### config.mk
export PLATFORM = sky130hd
export DESIGN_NAME = bus_drive_arbiter_flat
export DESIGN_NICKNAME = d
export VERILOG_FILES = /design/src/rtl/bus_pkg.sv /design/src/rtl/bus_drive_arbiter_if.sv /design/src/rtl/bus_drive_arbiter_rr_pick.sv /design/src/rtl/bus_drive_arbiter.sv /design/src/flat_wrapper.sv
export SDC_FILE = /design/constraint.sdc
export NUM_CORES = 1
export LEC_CHECK = 0
export BUFFER_PORTS_ARGS = -buffer_cell sky130_fd_sc_hd__buf_4
export CAP_MARGIN = 10
export CORE_AREA = 2 2 418 420
export DETAILED_ROUTE_END_ITERATION = 10
export DIE_AREA = 0 0 420 422
export GPL_TIMING_DRIVEN = 1
export PLACE_DENSITY_LB_ADDON = 0.12
export SLEW_MARGIN = 30
export SYNTH_ARGS = -nofsm -noshare
export SYNTH_HDL_FRONTEND = slang
export SYNTH_SLANG_ARGS = --single-unit
### constraint.sdc
create_clock -name clk -period 12.7 [get_ports clk]
set_input_delay 1.27 -clock clk [delete_from_list [all_inputs] [get_ports clk]]
set_output_delay 1.27 -clock clk [all_outputs]
set_load 0.05 [all_outputs]
### src/rtl/bus_pkg.sv
// Shared types and sizes for the 16-source wired-OR bus drive arbiter.
package bus_pkg;

    localparam int NSRC     = 16;
    localparam int W        = 32;
    localparam int MAX_HOLD = 8;

    typedef logic [NSRC-1:0]               src_mask_t;
    typedef logic [3:0]                    src_idx_t;
    typedef logic [$clog2(MAX_HOLD)-1:0]   hold_cnt_t;

    typedef enum logic {
        ARB_IDLE  = 1'b0,
        ARB_GRANT = 1'b1
    } arb_state_e;

endpackage

### src/rtl/bus_drive_arbiter_if.sv
// Request/data/grant bundle between the sources and the bus drive arbiter.
interface bus_drive_arbiter_if;
    import bus_pkg::*;

    src_mask_t           req;
    logic [NSRC*W-1:0]   src_data;
    src_mask_t           gnt;
    logic [NSRC*W-1:0]   drv;
    logic                bus_valid;
    src_idx_t            owner;

    modport master (
        input  req, src_data,
        output gnt, drv, bus_valid, owner
    );

    modport slave (
        output req, src_data,
        input  gnt, drv, bus_valid, owner
    );
endinterface

### src/rtl/bus_drive_arbiter_rr_pick.sv
// Round-robin picker: first set bit of req_mask scanning upward from rr_ptr with wrap.
module rr_pick
    import bus_pkg::*;
(
    input  src_mask_t req_mask,
    input  src_idx_t  rr_ptr,
    output src_mask_t pick,
    output src_idx_t  pick_idx,
    output logic      pick_vld
);

    src_idx_t idx;

    always_comb begin
        pick     = '0;
        pick_idx = '0;
        pick_vld = 1'b0;
        idx      = '0;
        // 4-bit index arithmetic wraps modulo NSRC for free
        for (int k = 0; k < NSRC; k++) begin
            idx = rr_ptr + src_idx_t'(k);
            if (!pick_vld && req_mask[idx]) begin
                pick_vld      = 1'b1;
                pick_idx      = idx;
                pick[idx]     = 1'b1;
            end
        end
    end

endmodule

### src/rtl/bus_drive_arbiter.sv
// Round-robin, hold-until-release arbiter gating source words onto wired-OR bus lanes.
// Optional BUS_ARB_TIMEOUT_EN forces release after MAX_HOLD cycles when others wait.
module bus_drive_arbiter
    import bus_pkg::*;
(
    input  logic                 clk,
    input  logic                 reset,
    bus_drive_arbiter_if.master  bus
);

    arb_state_e state_q, state_d;
    src_mask_t  gnt_q, gnt_d;
    src_idx_t   owner_q, owner_d;
    src_idx_t   rr_ptr_q, rr_ptr_d;
    logic       bus_valid_q, bus_valid_d;

    src_mask_t  pick;
    src_idx_t   pick_idx;
    logic       pick_vld;
    src_idx_t   arb_ptr;
    logic       release_c;

    // In GRANT the pick only matters on release, where the scan starts after the owner
    assign arb_ptr = (state_q == ARB_GRANT) ? src_idx_t'(owner_q + 4'd1) : rr_ptr_q;

    rr_pick u_rr_pick (
        .req_mask (bus.req),
        .rr_ptr   (arb_ptr),
        .pick     (pick),
        .pick_idx (pick_idx),
        .pick_vld (pick_vld)
    );

`ifdef BUS_ARB_TIMEOUT_EN
    hold_cnt_t hold_cnt_q, hold_cnt_d;
    logic      timeout_c;

    assign timeout_c = (hold_cnt_q == hold_cnt_t'(MAX_HOLD - 1)) && |(bus.req & ~gnt_q);
`else
    logic      timeout_c;

    assign timeout_c = 1'b0;
`endif

    always_comb begin
        state_d   = state_q;
        gnt_d     = gnt_q;
        owner_d   = owner_q;
        rr_ptr_d  = rr_ptr_q;
        release_c = 1'b0;
`ifdef BUS_ARB_TIMEOUT_EN
        hold_cnt_d = hold_cnt_q;
`endif
        case (state_q)
            ARB_IDLE: begin
                if (pick_vld) begin
                    state_d = ARB_GRANT;
                    gnt_d   = pick;
                    owner_d = pick_idx;
`ifdef BUS_ARB_TIMEOUT_EN
                    hold_cnt_d = '0;
`endif
                end
            end
            ARB_GRANT: begin
                release_c = !bus.req[owner_q] || timeout_c;
                if (release_c) begin
                    rr_ptr_d = src_idx_t'(owner_q + 4'd1);
                    if (pick_vld) begin
                        gnt_d   = pick;
                        owner_d = pick_idx;
`ifdef BUS_ARB_TIMEOUT_EN
                        hold_cnt_d = '0;
`endif
                    end else begin
                        state_d = ARB_IDLE;
                        gnt_d   = '0;
                        owner_d = '0;
                    end
                end else begin
`ifdef BUS_ARB_TIMEOUT_EN
                    if (hold_cnt_q != hold_cnt_t'(MAX_HOLD - 1))
                        hold_cnt_d = hold_cnt_q + hold_cnt_t'(1);
`endif
                end
            end
            default: begin
                state_d = ARB_IDLE;
                gnt_d   = '0;
                owner_d = '0;
            end
        endcase
        bus_valid_d = |gnt_d;
    end

    always_ff @(posedge clk) begin
        if (reset) begin
            state_q     <= ARB_IDLE;
            gnt_q       <= '0;
            owner_q     <= '0;
            rr_ptr_q    <= '0;
            bus_valid_q <= 1'b0;
`ifdef BUS_ARB_TIMEOUT_EN
            hold_cnt_q  <= '0;
`endif
        end else begin
            state_q     <= state_d;
            gnt_q       <= gnt_d;
            owner_q     <= owner_d;
            rr_ptr_q    <= rr_ptr_d;
            bus_valid_q <= bus_valid_d;
`ifdef BUS_ARB_TIMEOUT_EN
            hold_cnt_q  <= hold_cnt_d;
`endif
        end
    end

    logic [NSRC*W-1:0] drv_c;

    for (genvar i = 0; i < NSRC; i++) begin : g_lane
        assign drv_c[i*W +: W] = gnt_q[i] ? bus.src_data[i*W +: W] : '0;
    end

    assign bus.gnt       = gnt_q;
    assign bus.owner     = owner_q;
    assign bus.bus_valid = bus_valid_q;
    assign bus.drv       = drv_c;

endmodule

### src/flat_wrapper.sv
// flat-port wrapper written by rule: the top's interface ports become plain ports
module bus_drive_arbiter_flat import bus_pkg::*;
  (clk, reset, bus_req, bus_src_data, bus_gnt, bus_drv, bus_bus_valid, bus_owner);
  bus_drive_arbiter_if bus_i ();
  input  logic clk;
  input  logic reset;
  input wire logic [$bits(bus_i.req)-1:0] bus_req;
  input wire logic [$bits(bus_i.src_data)-1:0] bus_src_data;
  output wire logic [$bits(bus_i.gnt)-1:0] bus_gnt;
  output wire logic [$bits(bus_i.drv)-1:0] bus_drv;
  output wire logic [$bits(bus_i.bus_valid)-1:0] bus_bus_valid;
  output wire logic [$bits(bus_i.owner)-1:0] bus_owner;
  assign bus_i.req = bus_req;
  assign bus_i.src_data = bus_src_data;
  assign bus_gnt = bus_i.gnt;
  assign bus_drv = bus_i.drv;
  assign bus_bus_valid = bus_i.bus_valid;
  assign bus_owner = bus_i.owner;
  bus_drive_arbiter u_core (.clk(clk), .reset(reset), .bus(bus_i));
endmodule
==> results.toml, run 1 <==
[power]
ir_drop_uv = 80.8
power_switching_uw = 3260
p_sw_share_pct = 71.3
leakage_uw = 0.00905
pwr-share-comb_pct = 92.4
p_total_uw = 4570
p_seq_share_pct = 5.3
power_density_nw_per_um2 = 224
p_int_uw = 1310
pwr-share-clk_pct = 2.4

[hold_path]
hp-start = "u_core.rr_ptr_q[0]$_SDFFE_PP0P_"
hold-path-cell-count = 2
holdPathEnd = "u_core.rr_ptr_q[0]$_SDFFE_PP0P_"
min_path_type = "reg -> reg"

[final_layout]
area_growth_pct = 115
drive_gt1_share_pct = 50.8
layout_commonest_cell = "buf_4"
layout_common_cells = "buf_4 (1095), and2_1 (523), nand2_1 (100)"
nets = 2926

[logic_synthesis]
synth_area_leader_cell = "and2_1"
synth-edff-count = 0
synthTopCellsByArea = "and2_1 (34%), mux4_2 (6.4%), dfxtp_1 (5.5%), nand2_1 (3.9%), mux2i_1 (3.5%)"
ys_seq_area_share_pct = 5.47
syn_inst = 1388
synthArstFlopShare_pct = 0
synth.distinct_cells = 89
ys.flop_type = "dfxtp_1"
syn_nets = 1932
synth_top_area_share_pct = 34.4
ys_warn_count = 0
synth_area_um2 = 9510
ys_ff_latch = 26
postSynthAreaPerCell_um2 = 6.85

[sta]
rsz0062_at_grt = "false"
max_freq_mhz = 134
fin_skew_ns = 0.0113
fin_tns_setup_ns = 0
finalCritPeriodShare_pct = 58.9
fin_ws_ns = 5.21
whs_ns = 0.510
period_needed_ns = 7.49
slew_violations = 0
max_slew_margin_pct = 26.2
finalSetupViolCount = 0
worst_slew_pin_slew_ns = 1.08
finalHoldViolCount = 0

[clock_network]
postCtsSetupBuffers = 0
clkLatencyLatePin_ns = 0.30
cts_hold_buf = 0
cts_made_buffers = 3
cts_tree = "built"
clk_pin_slew_ns = 0.09
cts.sinks = 26
cts_buffer_depth = 2
htree_levels = 1
cts_resized = 0
cts_root_buf = "clkbuf_16"

[grt]
antenna_found_initial = 178
overflow = 0
grt.total_usage_pct = 20.2
grt_start_max_net_pins = 36
grt_pass1_vias = 16800
grt_pass1_wl_mm = 226

[floorplanning]
core_area_um2 = 173000
die_area_um2 = 177000
start_util_pct = 5.50
ios = 1063
core.rowCount = 153
chipWidth_um = 420
die_h_um = 422

[run_status]
status = "finished, final reports clean"

[drt]
first_iter_violations = 1315
routedWlPerCell_um = 39.5
drt_wl_total_mm = 187
viasPerCell = 3.52
drtAntennaViolNets = 0
drtPass1Iterations = 5
drc = 0
via_count = 16700

[worst_setup_path]
crit_path_start_kind = "flop"
reg2regPathDepth = 17
r2r-end = "u_core.bus.bus_valid$_SDFF_PP0_"
criticalPathCategory = "reg -> reg"
cp.required_ns = 12.92
worstPathArrival_ns = 7.71
rrSetupSlack_ns = 5.21
reg2reg_from = "u_core.state_q$_SDFF_PP0_"
critPathMaxFanout = 24
critPathCaptureType = "flop"

[placed_design]
dp_hpwl_mm = 170
place.gp.congestion = 0.937
pre_cts_slack_ns = 5.34
portBuffers = 1062

[job]
drv_cap = 0
==> how the worst max path moves through the flow <==
stage / from / endpoint / slack [ns] / depth (start not counted)
5_1_grt: u_core.state_q$_SDFF_PP0_ / u_core.bus.bus_valid$_SDFF_PP0_ / 4.83 / 17
3_5_place_dp: u_core.state_q$_SDFF_PP0_ / u_core.bus.bus_valid$_SDFF_PP0_ / 5.34 / 17
3_3_place_gp: u_core.state_q$_SDFF_PP0_ / u_core.bus.bus_valid$_SDFF_PP0_ / 5.47 / 17
4_1_cts: u_core.state_q$_SDFF_PP0_ / u_core.bus.bus_valid$_SDFF_PP0_ / 5.26 / 17
6_report: u_core.state_q$_SDFF_PP0_ / u_core.bus.bus_valid$_SDFF_PP0_ / 5.21 / 17
2_1_floorplan: u_core.bus.owner[1]$_SDFFE_PP0P_ / u_core.bus.bus_valid$_SDFF_PP0_ / 7.73 / 19
==> cells in the mapped netlist, types with 16 or more instances <==
library cell and instances:
nand2_1 100, mux4_2 27, dfxtp_1 26, buf_2 16
nand3_1 41, nor3_1 53, mux2_2 16, nor4_1 20
clkbuf_1 81, o21ai_0 24, a21oi_1 49, nand4_1 27
nor2_1 80, mux2i_1 33, and2_1 523
==> metal layers <==
layer / up-vias / GRT usage [%] / routed length (um)
li1: 6927 / - / -
met1: 8238 / 22.0 / 68100
met2: 1106 / 34.9 / 89900
met3: 346 / 8.76 / 20800
met4: 94 / 6.43 / 7910
met5: - / 0 / 618
==> sequential cells by signal, indices dropped and copies added (netlist names) <==
signal and cells:
u_core.state_q 1, u_core.bus.owner 4, u_core.rr_ptr_q 4, u_core.bus.gnt 16, u_core.bus.bus_valid 1
==> kinds of logic after synthesis <==
logic type	after synthesis	synth area share [%]
simple gates	902	55.0
compound gates	219	16.4
buf+inv	123	5.60
mux	87	13.6
flops	26	5.47
xor+xnor	17	2.12
fa+ha+maj	14	1.84
==> layout make-up <==
cell class	instances	area, um^2
diodes	36	90.1
clock buffers	3	75.1
clock inverters	1	30.0
fillers	20300	152000
inverters	17	66.3
multi-input cells	1239	8510
flip-flops and latches	26	534
well taps	2325	2910
repair buffers	1095	8220
==> power by group through the flow <==
stage	Clock [uW]	Sequential, uW	Combinational [uW]
floorplan	0	205	2410
detailed placement	0	253	4210
global placement	0	251	4240
CTS	111	252	4210
finish	108	241	4220
global route	113	258	4360
==> through the flow <==
step | utilization [%] | area [um^2] | cells
3_3_place_gp | 11.7 | 20200 | 4702
2_1_floorplan | - | 9510 | 1388
6_report | 11.8 | 20400 | 4742
5_1_grt | 11.8 | 20400 | 4727
3_5_place_dp | 11.7 | 20200 | 4702
4_1_cts | 11.8 | 20300 | 4706
==> worst max-delay path: stages (launching register included) <==
cell,delay (ns)
dfxtp_1,0.68
nor2_1,0.08
a21o_1,0.41
inv_4,0.39
ha_1,0.21
buf_4,0.34
clkinv_1,0.62
xnor2_2,0.66
mux4_2,0.61
mux2i_1,0.67
or2b_4,0.40
nor3_2,0.44
a21o_1,0.85
a2111oi_0,0.16
a31o_1,0.30
and3b_1,0.17
and3_1,0.18
a41oi_2,0.16
Power figures use the tool's default switching activity.
==> run 2: changes to the inputs <==
--- a/config.mk
+++ b/config.mk
@@ -7,9 +7,9 @@
 export LEC_CHECK = 0
 export BUFFER_PORTS_ARGS = -buffer_cell sky130_fd_sc_hd__buf_4
 export CAP_MARGIN = 10
-export CORE_AREA = 2 2 418 420
+export CORE_AREA = 2 2 410 412
 export DETAILED_ROUTE_END_ITERATION = 10
-export DIE_AREA = 0 0 420 422
+export DIE_AREA = 0 0 412 414
 export GPL_TIMING_DRIVEN = 1
 export PLACE_DENSITY_LB_ADDON = 0.12
 export SLEW_MARGIN = 30
==> constraint.sdc (replaced) <==
create_clock -name clk -period 6.78 [get_ports clk]
set_input_delay 0.678 -clock clk [delete_from_list [all_inputs] [get_ports clk]]
set_output_delay 0.678 -clock clk [all_outputs]
set_load 0.05 [all_outputs]
==> results.toml, run 2 (same netlist as run 1, synthesis figures left out) <==
[power]
pwr-share-clk_pct = 2.0
p_sw_share_pct = 66.4
ir_drop_uv = 163
p_seq_share_pct = 5.1
pwr-share-comb_pct = 92.9
p_int_uw = 3210
p_total_uw = 9550
power_switching_uw = 6330
leakage_uw = 0.0102
power_density_nw_per_um2 = 433

[placed_design]
dp_cells = 4821
portBuffers = 1062
dp_hpwl_mm = 163
place.gp.congestion = 0.910

[sta]
finalHoldViolCount = 0
fin_tns_setup_ns = 0
max_freq_mhz = 181
whs_ns = 0.544
fin_skew_ns = 0.00362
worst_slew_pin_slew_ns = 1.04
slew_violations = 0
rsz0062_at_grt = "false"
finalSetupViolCount = 0
period_needed_ns = 5.52
max_slew_margin_pct = 30.7
finalCritPeriodShare_pct = 81.4

[final_layout]
register_area_um2 = 537
layout_common_cells = "buf_4 (1333), and2_1 (523), nand2_1 (100)"
multiInputGateArea_um2 = 8500
n_fill_cell = 19400
layout_commonest_cell = "buf_4"
drive_gt1_share_pct = 55.2
nets = 3166
final_cells = 4845
largest_register_ffs = 16
area_growth_pct = 132

[floorplanning]
die_h_um = 414
core_area_um2 = 166000
die_area_um2 = 171000
start_util_pct = 5.72
core.rowCount = 150
ios = 1063
chipWidth_um = 412

[hold_path]
hp-start = "u_core.rr_ptr_q[0]$_SDFFE_PP0P_"
holdPathEnd = "u_core.rr_ptr_q[0]$_SDFFE_PP0P_"
hold-path-cell-count = 2
min_path_type = "reg -> reg"

[worst_setup_path]
reg2regPathDepth = 16
critPathMaxFanout = 13
rrSetupSlack_ns = 1.26
reg2reg_from = "u_core.state_q$_SDFF_PP0_"
cp_cell_sequence = "mux2i_4 > inv_1 > ha_1 > xnor2_2 > mux2i_1 > nor3_1 > buf_4 > nand2_1 > buf_12 > o211ai_1 > buf_4 > nor3_1 > o2111ai_1 > o221ai_1 > and4_1 > a41oi_2"
criticalPathCategory = "reg -> reg"
cp.required_ns = 6.94
slowest_stage = "mux2i_4"
worstPathArrival_ns = 5.68
critPathCaptureType = "flop"
max_stage_delay_ns = 0.70
crit_path_start_kind = "flop"
r2r-end = "u_core.bus.bus_valid$_SDFF_PP0_"

[clock_network]
cts_tree = "built"
postCtsSetupBuffers = 0
clkLatencyLatePin_ns = 0.29
cts.sinks = 26
cts_root_buf = "clkbuf_16"
cts_resized = 0
cts_made_buffers = 3
cts_hold_buf = 0
cts_buffer_depth = 2
clk_pin_slew_ns = 0.08
htree_levels = 1

[drt]
drt_wl_total_mm = 179
dr_wl_met3_mm = 16.6
route.layer.met1.wl_mm = 70.7
drtPass1Iterations = 5
viasPerCell = 3.53
drc = 0
wl_met2_mm = 86.7
via_count = 17100
routedWlPerCell_um = 36.9
highest_layer = "met5"
first_iter_violations = 1188
drtAntennaViolNets = 0

[grt]
grt_pass1_vias = 17500
grt_start_max_net_pins = 36
grt.total_usage_pct = 20.1
antenna_found_initial = 158
overflow = 0
grt_pass1_wl_mm = 220

[run_status]
status = "finished, final reports clean"

[job]
drv_cap = 0
## run 2: layer usage
layer | vias to the layer above | global-route usage, %
li1 | 7399 | -
met1 | 8378 | 23.4
met2 | 993 | 35.6
met3 | 288 | 7.28
met4 | 56 | 3.00
met5 | - | 0
## run 2: how the worst max path moves through the flow
stage	from	end	slack, ns	cells past startpoint
after floorplan	u_core.bus.owner[1]$_SDFFE_PP0P_	u_core.bus.bus_valid$_SDFF_PP0_	1.81	19
after CTS	u_core.state_q$_SDFF_PP0_	u_core.bus.bus_valid$_SDFF_PP0_	1.26	16
after global placement	u_core.state_q$_SDFF_PP0_	u_core.bus.bus_valid$_SDFF_PP0_	1.24	16
after detailed placement	u_core.state_q$_SDFF_PP0_	u_core.bus.bus_valid$_SDFF_PP0_	1.34	16
after global routing	u_core.state_q$_SDFF_PP0_	u_core.bus.bus_valid$_SDFF_PP0_	0.99	16
final	u_core.state_q$_SDFF_PP0_	u_core.bus.bus_valid$_SDFF_PP0_	1.26	16
## run 2: through the flow
stage | instance area (um^2) | utilization [%] | setup WS [ns]
after floorplan | 9510 | - | 1.81
after global placement | 21900 | 13.2 | 1.24
after detailed placement | 21900 | 13.2 | 1.34
after CTS | 22000 | 13.2 | 1.26
after global routing | 22000 | 13.2 | 0.985
final | 22100 | 13.3 | 1.26
## run 2: area by class of cell
type	instances	area share [%]
clock buffer	3	0.340
tap	2204	12.5
timing repair buffer	1335	45.5
inverter	17	0.301
multi-input combinational	1239	38.5
antenna	20	0.227
sequential	26	2.43
clock inverter	1	0.136
## run 2: critical path, delay by kind of cell, from the launching register on
family	cells	cell delay, ns
AOI/OAI and AO/OA	4	0.97
xor gates and xnor gates	1	0.34
adders and majority gates	1	0.33
buffers and inverters	4	0.74
DFF	1	0.63
muxes	2	1.39
and+or+nand+nor	4	0.96
## run 2: power groups by stage
stage	registers [uW]	logic, uW	clock network (uW)
3_5_place_dp	519	8870	0
2_1_floorplan	384	4520	0
3_3_place_gp	509	8970	0
4_1_cts	515	8890	204
6_report	486	8870	192
5_1_grt	520	9220	210
==> run 3: changes to the inputs <==
==> constraint.sdc (replaced) <==
create_clock -name clk -period 5.04 [get_ports clk]
set_input_delay 0.504 -clock clk [delete_from_list [all_inputs] [get_ports clk]]
set_output_delay 0.504 -clock clk [all_outputs]
set_load 0.05 [all_outputs]
==> results.toml, run 3 (same netlist as run 1, synthesis figures left out) <==
[clock_network]
cts_buffer_depth = 2
clkLatencyLatePin_ns = 0.29
cts.sinks = 26
cts_hold_buf = 0
clk_pin_slew_ns = 0.09
htree_levels = 1
cts_made_buffers = 3
cts_root_buf = "clkbuf_16"
cts_tree = "built"

[grt]
grt_pass1_wl_mm = 225
antenna_found_initial = 168
grt_start_max_net_pins = 35
grt_pass1_vias = 17800
grt.total_usage_pct = 20.7
overflow = 0

[power]
leakage_uw = 0.0107
ir_drop_uv = 188
power_density_nw_per_um2 = 600

[floorplanning]
core.rowCount = 150
core_area_um2 = 166000
die_h_um = 414
start_util_pct = 5.72
chipWidth_um = 412
ios = 1063
die_area_um2 = 171000

[drt]
drtAntennaViolNets = 0
via_count = 17500
viasPerCell = 3.56
first_iter_violations = 1168
routedWlPerCell_um = 37.2
drc = 0
drtPass1Iterations = 5
drt_wl_total_mm = 184

[final_layout]
final_area_um2 = 22900
layout_commonest_cell = "buf_4"
layout_common_cells = "buf_4 (1414), and2_1 (523), nand2_1 (100)"
nets = 3251
largest_register_ffs = 16
area_growth_pct = 140
drive_gt1_share_pct = 56.9

[sta]
worst_slew_pin_slew_ns = 0.915
fin_skew_ns = 0.0143
finalCritPeriodShare_pct = 96.1
finalHoldViolCount = 0
rsz0062_at_grt = "true"
period_needed_ns = 4.84
fin_tns_setup_ns = 0
slew_violations = 0
max_slew_margin_pct = 39.0
finalSetupViolCount = 0
max_freq_mhz = 207

[worst_setup_path]
crit_path_start_kind = "flop"
critPathMaxFanout = 9
max_stage_delay_ns = 0.54
cp_cell_sequence = "buf_4 > a21o_1 > buf_4 > mux4_2 > buf_4 > mux4_2 > buf_4 > nor4_2 > buf_4 > buf_12 > nand4_2 > a21oi_1 > or3_1 > a211oi_1 > buf_4 > a31o_1 > and3_1 > a41oi_2"
slowest_stage = "mux4_2"
worstPathArrival_ns = 5.05
cp.required_ns = 5.25
cpMostUsedCell = "buf_4"
criticalPathCategory = "reg -> reg"
critPathCaptureType = "flop"

[hold_path]
min_path_type = "reg -> reg"

[placed_design]
portBuffers = 1062
dpl-instance-area_um2 = 22600
dp_hpwl_mm = 168
place.gp.congestion = 0.901

[run_status]
status = "finished, final reports clean"

[job]
drv_cap = 0
-- run 3: cell types whose count changed in the layout (fill, tap and decap cells not counted), sizes merged --
cell,change
buf,+85
diode,+5
-- run 3: routing by layer --
metal,wire length [um],vias to the layer above,global-route usage [%]
li1,-,7580,-
met1,74900,8619,24.9
met2,88100,1021,35.9
met3,15400,279,6.37
met4,5130,50,3.93
met5,311,-,0
-- run 3: worst paths after layout --
check | from | cells past startpoint | slack, ns | end
max | u_core.bus.owner[0]$_SDFFE_PP0P_ | 18 | 0.20 | u_core.bus.bus_valid$_SDFF_PP0_
min | u_core.rr_ptr_q[0]$_SDFFE_PP0P_ | 2 | 0.52 | u_core.rr_ptr_q[0]$_SDFFE_PP0P_
max reg2reg | u_core.bus.owner[0]$_SDFFE_PP0P_ | 18 | 0.20 | u_core.bus.bus_valid$_SDFF_PP0_
min reg2reg | u_core.rr_ptr_q[0]$_SDFFE_PP0P_ | 2 | 0.52 | u_core.rr_ptr_q[0]$_SDFFE_PP0P_
-- run 3: repair_timing --
item | 4_1_cts | 5_1_grt
endpoints found under the setup margin | 1 | 3
pin swaps | 0 | 0
buffers inserted | 0 | 0
gates resized for setup | 2 | 14
-- run 3: per-stage QoR --
stage,util [%],hold slack (ns),setup slack (ns),total power [uW],cells
5_1_grt,13.7,0.592,-0.0361,14200,4918
2_1_floorplan,-,0.455,0.0715,6600,1388
3_5_place_dp,13.6,0.515,-0.00172,13400,4906
6_report,13.7,0.524,0.198,13700,4935
4_1_cts,13.7,0.537,0.0149,13700,4910
3_3_place_gp,13.6,0.516,-0.114,13600,4906
-- run 3: worst max-delay path, delay by kind of cell, from the launching register on --
kind / cells / cell delay, ns
buf+inv: 7 / 1.33
mux: 2 / 1.08
compound gates: 5 / 1.06
simple gates: 4 / 0.91
flops: 1 / 0.34
-- run 3: power breakdown --
| group | switching, uW | total, uW | internal (uW) |
|---|---|---|---|
| Sequential | 391 | 665 | 274 |
| Clock | 98.9 | 258 | 159 |
| Combinational | 8400 | 12800 | 4390 |
-- run 3: layout make-up --
cell class	count	area, um^2
repair buffers	1420	10700
multi-input cells	1239	8590
inverters	17	66.3
flip-flops and latches	26	538
clock buffers	3	75.1
well taps	2204	2760
clock inverters	1	30.0
diodes	25	62.6
fillers	19500	143000
